==> src/rtl/mem_arbiter.sv <==
// ---------------------------------------------------------------------------
// mem_arbiter
//   Two-master arbiter that shares one physical memory port between the
//   instruction-fetch side (I) and the data side (D). One transaction is in
//   flight at a time. D normally wins a tie. I is forced through after
//   STARVE_LIMIT consecutive D grants that it spent waiting.
//
//   Every pmem_* strobe and payload comes from registers that are captured at
//   grant. Those registers stay frozen until memory completes the access.
//
// Parameters
//   STARVE_LIMIT  consecutive D grants tolerated while I waits (legal 1..15)
//
// Ports
//   clk, reset_n                 clock (rising edge), async active-low reset
//   I_mem_read/address           fetch request and address
//   I_mem_rdata/resp             fetch read data and one-cycle completion
//   D_mem_read/write/address     data request, op and address
//   D_mem_wdata/byte_enable      data write payload and byte mask
//   D_mem_rdata/resp             data read data and one-cycle completion
//   pmem_read/write/address      physical memory strobes and address
//   pmem_wdata/byte_enable       physical memory write payload and mask
//   pmem_rdata/resp              physical memory read data and completion
// ---------------------------------------------------------------------------
module mem_arbiter #(
    parameter int unsigned STARVE_LIMIT = 4
) (
    input  logic        clk,
    input  logic        reset_n,

    input  logic        I_mem_read,
    input  logic [15:0] I_mem_address,
    output logic [15:0] I_mem_rdata,
    output logic        I_mem_resp,

    input  logic        D_mem_read,
    input  logic        D_mem_write,
    input  logic [15:0] D_mem_address,
    input  logic [15:0] D_mem_wdata,
    input  logic [1:0]  D_mem_byte_enable,
    output logic [15:0] D_mem_rdata,
    output logic        D_mem_resp,

    output logic        pmem_read,
    output logic        pmem_write,
    output logic [15:0] pmem_address,
    output logic [15:0] pmem_wdata,
    output logic [1:0]  pmem_byte_enable,
    input  logic [15:0] pmem_rdata,
    input  logic        pmem_resp
);

    typedef enum logic [1:0] {
        IDLE   = 2'd0,
        BUSY_I = 2'd1,
        BUSY_D = 2'd2
    } state_t;

    localparam logic [3:0] LIMIT = 4'(STARVE_LIMIT);

    state_t      state_q,      state_d;
    logic [3:0]  starve_cnt_q, starve_cnt_d;
    logic [15:0] addr_q,       addr_d;
    logic [15:0] wdata_q,      wdata_d;
    logic [1:0]  be_q,         be_d;
    logic        read_q,       read_d;
    logic        write_q,      write_d;

    logic d_req;
    logic i_req;
    logic grant_d;
    logic grant_i;

    assign d_req = D_mem_read | D_mem_write;
    assign i_req = I_mem_read;

    // D wins every tie, except once I has waited through LIMIT D grants.
    assign grant_d = d_req && !(i_req && (starve_cnt_q == LIMIT));
    assign grant_i = i_req && !grant_d;

    // Read data is a plain wire-through. The requester only looks at it
    // while its resp is high.
    assign I_mem_rdata = pmem_rdata;
    assign D_mem_rdata = pmem_rdata;

    assign pmem_read        = read_q;
    assign pmem_write       = write_q;
    assign pmem_address     = addr_q;
    assign pmem_wdata       = wdata_q;
    assign pmem_byte_enable = be_q;

    always_comb begin
        // NOTE: every output of this block gets a default before the case.
        // Any path that skipped an assignment would otherwise infer a latch.
        state_d      = state_q;
        starve_cnt_d = starve_cnt_q;
        addr_d       = addr_q;
        wdata_d      = wdata_q;
        be_d         = be_q;
        read_d       = read_q;
        write_d      = write_q;
        I_mem_resp   = 1'b0;
        D_mem_resp   = 1'b0;

        case (state_q)
            IDLE: begin
                // pmem_resp is deliberately ignored here.
                if (grant_d) begin
                    state_d = BUSY_D;
                    addr_d  = D_mem_address;
                    wdata_d = D_mem_wdata;
                    be_d    = D_mem_byte_enable;
                    // Read and write both high is treated as a write.
                    write_d = D_mem_write;
                    read_d  = !D_mem_write;
                    if (i_req && (starve_cnt_q < LIMIT)) begin
                        starve_cnt_d = starve_cnt_q + 4'd1;
                    end
                end else if (grant_i) begin
                    state_d      = BUSY_I;
                    addr_d       = I_mem_address;
                    be_d         = 2'b11;
                    write_d      = 1'b0;
                    read_d       = 1'b1;
                    starve_cnt_d = 4'd0;
                end
            end

            BUSY_I: begin
                if (pmem_resp) begin
                    I_mem_resp = 1'b1;
                    state_d    = IDLE;
                    read_d     = 1'b0;
                    write_d    = 1'b0;
                end
            end

            BUSY_D: begin
                if (pmem_resp) begin
                    D_mem_resp = 1'b1;
                    state_d    = IDLE;
                    read_d     = 1'b0;
                    write_d    = 1'b0;
                end
            end

            default: begin
                state_d = IDLE;
                read_d  = 1'b0;
                write_d = 1'b0;
            end
        endcase
    end

    // Reset drops any access in flight. No resp is ever produced for it,
    // because resp requires a BUSY state.
    always_ff @(posedge clk or negedge reset_n) begin
        if (!reset_n) begin
            state_q      <= IDLE;
            starve_cnt_q <= 4'd0;
            addr_q       <= 16'h0000;
            wdata_q      <= 16'h0000;
            be_q         <= 2'b00;
            read_q       <= 1'b0;
            write_q      <= 1'b0;
        end else begin
            // NOTE: state uses non-blocking assignments so that every flop
            // samples the values from before this edge.
            state_q      <= state_d;
            starve_cnt_q <= starve_cnt_d;
            addr_q       <= addr_d;
            wdata_q      <= wdata_d;
            be_q         <= be_d;
            read_q       <= read_d;
            write_q      <= write_d;
        end
    end

endmodule
==> config.mk <==
export PLATFORM = sky130hd
export DESIGN_NAME = mem_arbiter
export DESIGN_NICKNAME = d
export VERILOG_FILES = /design/src/rtl/mem_arbiter.sv
export SDC_FILE = /design/constraint.sdc
export NUM_CORES = 1
export LEC_CHECK = 0
export CAP_MARGIN = 30
export CORE_AREA = 2 2 78 80
export DETAILED_ROUTE_END_ITERATION = 10
export DIE_AREA = 0 0 80 82
export HOLD_SLACK_MARGIN = 0.08
export MAX_ROUTING_LAYER = met4
export PLACE_DENSITY_LB_ADDON = 0.05
export RECOVER_POWER = 50
export SLEW_MARGIN = 20
export SYNTH_ARGS = -nofsm -noshare
export SYNTH_HDL_FRONTEND = slang
export SYNTH_SLANG_ARGS = --single-unit
==> constraint.sdc <==
create_clock -name clk -period 4.15 [get_ports clk]
set_input_delay 0.83 -clock clk [delete_from_list [all_inputs] [get_ports clk]]
set_output_delay 0.83 -clock clk [all_outputs]
set_load 0.02 [all_outputs]
==> results of run 1 <==
==> Yosys cell counts (3+ instances only) <==
cell / count / area [sq um]
a22o_1: 3 / 26.28
buf_4: 33 / 247.7
mux2_2: 6 / 67.56
inv_1: 7 / 26.28
nand2_1: 35 / 131.4
buf_2: 3 / 15.01
a21oi_1: 4 / 20.02
buf_6: 3 / 33.78
a31oi_1: 17 / 106.4
dfrtp_1: 42 / 1051
mux2_4: 10 / 150.1
nor2_1: 18 / 67.56
ha_1: 5 / 62.56
==> final cells by class <==
cell class	count	area (sq um)
Timing Repair Buffer	96	939.7
Clock buffer	8	110.1
Sequential cell	42	1051
Inverter	7	26.28
Multi-Input combinational cell	116	777.0
Tap cell	75	93.84
Fill cell	565	2748
==> worst max-delay path, stage by stage <==
cell and delay (ns):
dlygate4sd3_1 0.61, nand4b_1 0.18, nand2_1 0.11, clkbuf_1 0.77, nor2_4 0.30, mux2_4 0.38
==> power by group through the flow <==
stage	registers (mW)	clock network [mW]	logic, mW
after floorplan	0.940	0	0.537
after global placement	0.727	0	1.20
after detailed placement	0.730	0	1.21
after CTS	0.725	0.315	1.21
after global routing	0.750	0.331	1.30
final	0.721	0.302	1.19
==> routing by layer <==
| layer | global-route usage | up-vias | wire length, um |
|---|---|---|---|
| met5 | - | - | 0 |
| met4 | 0.04746 | 0 | 100 |
| met3 | 0.05824 | 20 | 416 |
| met2 | 0.2417 | 63 | 2222 |
| met1 | 0.2007 | 766 | 2229 |
| li1 | - | 778 | - |
==> state kept, by name, summed over array words and instances, names as in the netlist <==
name / flops
pmem_byte_enable: 2
pmem_wdata: 16
pmem_write: 1
pmem_read: 1
state_q: 2
starve_cnt_q: 4
pmem_address: 16
==> final timing paths <==
check | to | slack [ns] | start | cells past startpoint
worst max-delay path | pmem_wdata[8]$_DFFE_PN0P_ | 1.14 | I_mem_read | 6
worst min-delay path | pmem_read$_DFFE_PN0P_ | 0.50 | pmem_read$_DFFE_PN0P_ | 1
worst max register to register | pmem_wdata[8]$_DFFE_PN0P_ | 1.66 | starve_cnt_q[0]$_DFFE_PN0P_ | 7
worst min register to register | pmem_read$_DFFE_PN0P_ | 0.50 | pmem_read$_DFFE_PN0P_ | 1
max in group asynchronous | pmem_address[11]$_DFFE_PN0P_ | 1.62 | reset_n | 2
min in group asynchronous | pmem_wdata[4]$_DFFE_PN0P_ | 0.56 | reset_n | 1
==> per-stage QoR <==
step	area, sq um	std cells	setup slack [ns]
6_report	2998	344	1.138
3_5_place_dp	2913	336	1.241
2_1_floorplan	2175	206	2.269
3_3_place_gp	2893	335	1.298
4_1_cts	3023	344	1.235
5_1_grt	2998	344	0.9853
==> cell families (layout without fill, tap and decap cells) <==
| family | after synthesis | count (layout) | share of synthesized area |
|---|---|---|---|
| muxes | 16 | 16 | 0.1001 |
| adders and majority gates | 5 | 5 | 0.02877 |
| AOI/OAI and AO/OA | 33 | 33 | 0.1047 |
| buffers and inverters | 48 | 111 | 0.1594 |
| and+or+nand+nor | 62 | 62 | 0.1237 |
| DFF | 42 | 42 | 0.4833 |
==> summary.md, run 1 <==
| Metric | Value |
|---|---|
| Combinational share of power | `0.537` |
| Final hold viol count | `0` |
| Relative slew slack | `-0.09771` |
| Initial antenna violation count | `0` |
| Clk Latency, worst-skew pair | `about 0.29 ns` |
| Internal | `around 1.4 mW` |
| TritonCTS clock tree | `done` |
| Post-Synthesis Cells | `a little over 200` |
| Worst-path clk slew | `0.08 ns` |
| Die area | `around 6600 sq um` |
| Max VDD drop | `301.3 uV` |
| Worst hold path type | `reg -> reg` |
| Vias in the first global route | `about 1600` |
| Die X | `80 um` |
| Max frequency | `~330 MHz` |
| Net Sw Frac | `0.3724` |
| Period utilisation layout | `0.7257` |
| Mapped cell area | `roughly 2200 sq um` |
| Post-CTS Setup Bufs | `0` |
| Synth Flop Type | `dfrtp_1` |
| Routability cong. | `0.7709` |
| # IOs | `roughly 140` |
| Clock root buffer master | `clkbuf_8` |
| Critical Path AT | `3.18 ns` |
| Post-layout util | `0.5218` |
| Worst setup SP type | `primary input` |
| EDFF count, synth | `0` |
| Nets | `345` |
| Initial drt markers | `69` |
| Endpoint class of the critical path | `flip-flop` |
| Post-layout minimum cycle time | `3.012 ns` |
| Drt pass-1 iters | `4` |
| Post-DR wirelength/cell | `14.44 um` |
| Vias | `1627` |
| Gr usage total | `0.1595` |
| Slew Viols, Final | `31` |
| DRT Wirelength | `4.969 mm` |
| Worst-Margin Slew | `1.647 ns` |
| Commonest non-fill, non-tap cell in the layout | `clkdlybuf4s50_1` |
| Total CTS buffers | `5` |
| Core ar. | `5746 sq um` |
| Power Total | `2.208 mW` |
| Initial Utilization | `0.3785` |
| Clk buf depth | `2` |
| Post-Syn Nets | `283` |
| Max-Cap Viols | `1` |
| Share of power burned in registers | `0.327` |
| Share of synthesized registers carrying an async set or reset | `1.000` |
| Final setup vio count | `0` |
| Share of cells above drive strength 1 | `0.1078` |
| Largest net degree at the start of global routing | `31` |
| Antenna diodes | `0` |
| Final setup skew | `0.006209 ns` |
| Post-DP HPWL | `3.686 mm` |
| I/O Buffers | `93` |
| Sink Count | `42` |
| Routed vias/inst | `~4.7` |
| Crit Path Class | `in -> reg` |
| Status | `finished with violations` |
| Rows | `28` |
| CP required | `~4.3 ns` |
| Synthesized area per cell | `10.56 sq um` |
| Most frequent cells in the layout | `clkdlybuf4s50_1, dfrtp_1, nand2_1` |
| Total grt overflow | `0` |
| Unrepaired setup endpoints after global routing | `no` |
| Worst-path fanout max | `20` |
| DRC viols | `0` |
| Clock power share | `0.137` |
| Die Height | `around 82 um` |
| PwrDens | `736.6 nW/um^2` |
| Post-synth cell types | `30` |
| Area Growth Syn to Fin | `37.86%` |
| Hold buffers post-CTS | `0` |
| Post-cts sizing count | `0` |
| Failing checks | `capacitance limit, slew limit` |
| H-tree depth | `2` |
| First-pass GRT wire length | `7.872 mm` |
| Synth Register Bits | `42` |
| Ys Warns | `0` |
| Psw | `0.8224 mW` |
| Hold Slack | `0.5034 ns` |
| Final TNS setup | `0 ns` |
| Routed Antenna Nets | `0` |
| Leakage | `1.286 nW` |
| Seq/Total Area, Yosys | `0.4833` |
Power figures use the tool's default switching activity.
==> run 2: changes to the inputs <==
CORE_AREA = 2 2 81 83   (was 2 2 78 80)
DIE_AREA = 0 0 83 85   (was 0 0 80 82)
clock period = 2.9 ns   (was 4.15 ns; I/O delays follow)
==> run 2 against run 1 <==
Non-clock buffer count increased by 1. Largest cell class unchanged. Sequential share of layout area shrank 0.10 points. Clock skew increased by 0.00072 ns. Largest power group unchanged. Design area rose by 0.29%. Setup slack worse by 0.61 ns. Highest routed layer unchanged. The flow now finishes without violations.
==> summary.md, run 2 (synthesis gave the netlist of run 1 again) <==
| Metric | Value |
|---|---|
| Status | `completed` |
| CP required | `2.32 ns (-2.00 ns)` |
| Power Total | `3.132 mW (+42%)` |
| Share of power burned in registers | `0.330 (+0.003)` |
| Internal | `1.942 mW (+40%)` |
| Max-Cap Viols | `0 (-1)` |
| Clk buf depth | `2 (unchanged)` |
| Net Sw Frac | `0.3800 (+0.007585)` |
| Layout fillers | `596 (+5.5%)` |
| Die area | `7055 sq um (+7.5%)` |
| Psw | `1.190 mW (+45%)` |
| Worst setup SP type | `primary input` |
| Hold Slack | `0.4343 ns (-0.06909 ns)` |
| PwrDens | `1042 nW/um^2 (+41%)` |
| Die X | `83 um (+3.8%)` |
| Sink Count | `42 (unchanged)` |
| Leakage | `1.293 nW (+0.56%)` |
| Cell Area, Placed | `2923 sq um (+0.34%)` |
| Unrepaired setup endpoints after global routing | `no` |
| DRC viols | `0 (unchanged)` |
| Worst hold path type | `in -> async` |
| Core ar. | `6205 sq um (+8.0%)` |
| Final TNS setup | `0 ns (unchanged)` |
| Gr usage total | `0.1480 (-0.01143)` |
| Crit Path Class | `in -> out` |
| Post-cts sizing count | `0 (unchanged)` |
| Rows | `29 (+3.6%)` |
| Critical Path AT | `1.79 ns (-1.39 ns)` |
| Relative slew slack | `0.3224 (+0.4201)` |
| Post-CTS Setup Bufs | `0 (unchanged)` |
| Post-route cell area | `3007 sq um (+0.29%)` |
| Worst-path fanout max | `3 (-85%)` |
| Post-DR wirelength/cell | `14.56 um (+0.81%)` |
| First-pass GRT wire length | `8.176 mm (+3.9%)` |
| Routability cong. | `0.7166 (-7.0%)` |
| Slew Viols, Final | `0 (-100%)` |
| Clock root buffer master | `clkbuf_8` |
| Initial antenna violation count | `0 (unchanged)` |
| Drt pass-1 iters | `4 (unchanged)` |
| Share of cells above drive strength 1 | `0.1148 (+0.007008)` |
| Vias in the first global route | `1635 (+1.2%)` |
| Post-DP HPWL | `3.647 mm (-1.0%)` |
| H-tree depth | `2 (unchanged)` |
| Vias | `1637 (+0.61%)` |
| Antenna diodes | `0 (unchanged)` |
| Largest net degree at the start of global routing | `39 (+26%)` |
| Final setup skew | `0.006927 ns (+0.0007178 ns)` |
| Nets | `346 (+0.29%)` |
| Final setup vio count | `0 (unchanged)` |
| Final hold viol count | `0 (unchanged)` |
| TritonCTS clock tree | `done` |
| Period utilisation layout | `0.8164` |
| Hold buffers post-CTS | `0 (unchanged)` |
| Clock power share | `0.124 (-0.013)` |
| Clk Latency, worst-skew pair | `0.29 ns (about the same)` |
| Initial drt markers | `74 (+7.2%)` |
| I/O Buffers | `93 (unchanged)` |
| Worst r2r path cells | `6 (-1)` |
| Area Growth Syn to Fin | `38.26%` |
| # IOs | `142 (unchanged)` |
| Post-layout minimum cycle time | `2.367 ns` |
| Most frequent cells in the layout | `clkdlybuf4s50_1, dfrtp_1, nand2_1` |
| Max VDD drop | `453.5 uV (+51%)` |
| Die Height | `85 um (+3.7%)` |
| Total CTS buffers | `5 (unchanged)` |
| Combinational share of power | `0.546 (+0.009)` |
| Routed Antenna Nets | `0 (unchanged)` |
| DRT Wirelength | `5.053 mm (+1.7%)` |
| Worst-Margin Slew | `1.016 ns (-0.6302 ns)` |
| Total grt overflow | `0 (unchanged)` |
| Max frequency | `422.4 MHz` |
| Endpoint class of the critical path | `output pin` |
| Worst-path clk slew | `0.08 ns (about the same)` |
| Routed vias/inst | `4.718 (-0.26%)` |
| Commonest non-fill, non-tap cell in the layout | `clkdlybuf4s50_1` |
| Initial Utilization | `0.3505 (-0.02801)` |
[run 2: changes by cell type in the layout (fill, tap and decap cells not counted)]
cell	previous run	this run
buf_4	1	2
clkbuf_1	3	2
buf_12	0	1
clkbuf_8	8	6
clkinv_2	0	1
clkbuf_2	0	1
[run 2: power groups by stage]
stage | Sequential (mW) | Clock [mW] | Combinational (mW)
floorplan | 1.34 | 0 | 0.769
global placement | 1.04 | 0 | 1.73
detailed placement | 1.05 | 0 | 1.74
CTS | 1.04 | 0.414 | 1.75
global route | 1.07 | 0.437 | 1.84
finish | 1.03 | 0.390 | 1.71
[run 2: critical path, cell delays in order]
cell	delay, ns
clkdlybuf4s50_1	0.49
and2_1	0.13
clkdlybuf4s50_1	0.59
[run 2: layout make-up]
type	count	area [sq um]	area share
Clock buffer	7	86.33	0.02871
Timing Repair Buffer	97	964.7	0.3208
Inverter	7	26.28	0.008739
Tap cell	77	96.34	0.03204
Clock inverter	1	5.005	0.001665
Multi-Input combinational cell	116	777.0	0.2584
Sequential cell	42	1051	0.3496
[run 2: path summary, 6_finish.rpt]
kind                                   startpoint                          end  slack (ns)
max                                     pmem_resp                   D_mem_resp        0.53
min                                       reset_n       pmem_write$_DFFE_PN0P_        0.43
max reg2reg                state_q[0]$_DFFE_PN0P_  starve_cnt_q[1]$_DFFE_PN0P_        0.94
min reg2reg                pmem_write$_DFFE_PN0P_       pmem_write$_DFFE_PN0P_        0.50
max in group asynchronous                 reset_n  pmem_address[9]$_DFFE_PN0P_        1.78
min in group clk           pmem_write$_DFFE_PN0P_       pmem_write$_DFFE_PN0P_        0.50
[run 2: through the flow]
stage / cells / setup slack [ns] / util
floorplan: 206 / 1.253 / -
global placement: 338 / 0.5467 / 0.4678
detailed placement: 339 / 0.5347 / 0.4711
CTS: 347 / 0.5287 / 0.4858
global route: 347 / 0.4896 / 0.4846
finish: 347 / 0.5325 / 0.4846
[run 2: layer usage]
metal,share of wire,global-route usage,vias up
met5,0,-,-
met4,0.024,0.05365,0
met3,0.063,0.04086,27
met2,0.46,0.2302,60
met1,0.46,0.1858,767
li1,-,-,783
==> run 3: changes to the inputs <==
clock period = 2.34 ns   (was 2.9 ns; I/O delays follow)
==> run 3 against run 2 <==
Critical endpoint unchanged. Register-to-register slack got worse by 0.54 ns. Non-clock buffer count is 2 higher. Flip-flop and latch count stayed put. Sequential power is 23% higher. Clock power is 23% higher.
==> summary.md, run 3 (synthesis gave the netlist of run 1 again) <==
| Metric | Value |
|---|---|
| Gr usage total | `0.1413 (-0.006705)` |
| Initial antenna violation count | `0 (unchanged)` |
| Clock power share | `0.124 (about the same)` |
| Final setup vio count | `0 (unchanged)` |
| PwrDens | `1290 nW/um^2 (+24%)` |
| Total grt overflow | `0 (unchanged)` |
| Final std cells w/o fill | `349 (+0.58%)` |
| Hold Slack | `0.3994 ns (-0.03490 ns)` |
| Largest net degree at the start of global routing | `23 (-41%)` |
| Clock root buffer master | `clkbuf_8` |
| Core ar. | `6205 sq um (unchanged)` |
| Clk Latency, worst-skew pair | `0.29 ns (about the same)` |
| Routed vias/inst | `4.562 (-3.3%)` |
| Worst setup SP type | `primary input` |
| Worst-path fanout max | `3 (unchanged)` |
| Worst-Margin Slew | `1.187 ns (+0.1711 ns)` |
| Share of power burned in registers | `0.329 (about the same)` |
| Crit Path Class | `in -> out` |
| Post-DP HPWL | `3.590 mm (-1.6%)` |
| Relative slew slack | `0.2084 (-0.1140)` |
| Nets | `348 (+0.58%)` |
| Post-DR wirelength/cell | `13.80 um (-5.2%)` |
| Post-cts sizing count | `0 (unchanged)` |
| Post-layout minimum cycle time | `2.209 ns` |
| Routed Antenna Nets | `0 (unchanged)` |
| Leakage | `1.289 nW (-0.34%)` |
| Share of cells above drive strength 1 | `0.1140 (-0.0008442)` |
| Total CTS buffers | `5 (unchanged)` |
| Final hold viol count | `0 (unchanged)` |
| Status | `completed` |
| Endpoint class of the critical path | `output pin` |
| Most frequent cells in the layout | `clkdlybuf4s50_1, dfrtp_1, nand2_1` |
| Initial Utilization | `0.3505 (unchanged)` |
| Most used routing layer | `met2` |
| Hold buffers post-CTS | `0 (unchanged)` |
| Psw | `1.460 mW (+23%)` |
| Final setup skew | `0.002379 ns (-0.004548 ns)` |
| DRC viols | `0 (unchanged)` |
| Die area | `7055 sq um (unchanged)` |
| Final TNS setup | `0 ns (unchanged)` |
| Max frequency | `452.8 MHz` |
| Max-Cap Viols | `0 (unchanged)` |
| Die Height | `85 um (unchanged)` |
| Antenna diodes | `0 (unchanged)` |
| Commonest non-fill, non-tap cell in the layout | `clkdlybuf4s50_1` |
| Internal | `2.415 mW (+24%)` |
| Unrepaired setup endpoints after global routing | `no` |
| Max VDD drop | `555.6 uV (+23%)` |
| Clk buf depth | `2 (unchanged)` |
| Period utilisation layout | `0.9439` |
| DRT Wirelength | `4.816 mm (-4.7%)` |
| Routability cong. | `0.7301 (+1.9%)` |
| Power Total | `3.874 mW (+24%)` |
| Critical Path AT | `1.74 ns (-0.05 ns)` |
| Combinational share of power | `0.548 (+0.002)` |
| # IOs | `142 (unchanged)` |
| Area Growth Syn to Fin | `38.15% (about the same)` |
| I/O Buffers | `93 (unchanged)` |
| Slew Viols, Final | `0 (unchanged)` |
| Worst-path clk slew | `0.08 ns (about the same)` |
| Drt pass-1 iters | `4 (unchanged)` |
| H-tree depth | `2 (unchanged)` |
| Die X | `83 um (unchanged)` |
| Vias in the first global route | `1612 (-1.4%)` |
| Initial drt markers | `42 (-43%)` |
| Worst hold path type | `in -> async` |
| Sink Count | `42 (unchanged)` |
| Net Sw Frac | `0.3767 (-0.003239)` |
| Met1 Usage GRT | `0.1783 (-0.007561)` |
| Post-CTS Setup Bufs | `0 (unchanged)` |
| Global routing usage on met3 | `0.04572 (+0.004864)` |
| CP required | `1.87 ns (-0.45 ns)` |
| Met2 GRT Util | `0.2060 (-0.02419)` |
| Post-layout util | `0.4842 (about the same)` |
| DP Cell Count | `341 (+0.59%)` |
| First-pass GRT wire length | `7.797 mm (-4.6%)` |
| TritonCTS clock tree | `done` |
| Vias | `1592 (-2.7%)` |
| Layout fillers | `592 (-0.67%)` |
| Rows | `29 (unchanged)` |
-- run 3: cell types whose count changed in the layout (fill, tap and decap cells not counted), sizes merged --
cell / delta
dlygate4sd3: -1
clkdlybuf4s50: +1
clkbuf: +2
-- run 3: cell type report --
type	count	area (sq um)	share of cell area
Inverter	7	26.28	0.008746
Multi-Input combinational cell	116	780.7	0.2599
Clock inverter	1	5.005	0.001666
Sequential cell	42	1051	0.3499
Clock buffer	7	86.33	0.02874
Timing Repair Buffer	99	958.4	0.3190
Tap cell	77	96.34	0.03207
-- run 3: metal layers --
metal  wire, um  up-vias
met5          0        -
met2       2097       61
li1           -      788
met4        139        0
met3        339       27
met1       2239      716
-- run 3: path summary, 6_finish.rpt --
| check | start | to | slack (ns) | cells past startpoint |
|---|---|---|---|---|
| setup reg to reg | starve_cnt_q[0]$_DFFE_PN0P_ | pmem_wdata[1]$_DFFE_PN0P_ | 0.40 | 6 |
| hold reg to reg | pmem_wdata[13]$_DFFE_PN0P_ | pmem_wdata[13]$_DFFE_PN0P_ | 0.51 | 1 |
| min in group clk | pmem_wdata[13]$_DFFE_PN0P_ | pmem_wdata[13]$_DFFE_PN0P_ | 0.51 | 1 |
| max in group asynchronous | reset_n | pmem_wdata[12]$_DFFE_PN0P_ | 0.86 | 2 |
| setup / recovery | pmem_resp | D_mem_resp | 0.13 | 3 |
| hold / removal | reset_n | pmem_wdata[0]$_DFFE_PN0P_ | 0.40 | 1 |
-- run 3: worst max-delay path, stage by stage --
cell	delay [ns]
clkdlybuf4s50_1	0.50
and2_1	0.17
clkdlybuf4s50_1	0.60
-- run 3: per-stage QoR --
stage                     setup WS (ns)  cell area (sq um)
after detailed placement        0.04854               2925
after floorplan                  0.6932               2175
after global routing            0.07407               3004
after CTS                        0.1307               3017
final                            0.1313               3004
after global placement          0.07990               2925
-- run 3: power groups by stage --
stage / registers, mW / logic, mW / clock network, mW
floorplan: 1.67 / 0.953 / 0
global placement: 1.29 / 2.15 / 0
detailed placement: 1.29 / 2.15 / 0
CTS: 1.28 / 2.16 / 0.497
global route: 1.32 / 2.28 / 0.534
finish: 1.27 / 2.12 / 0.480
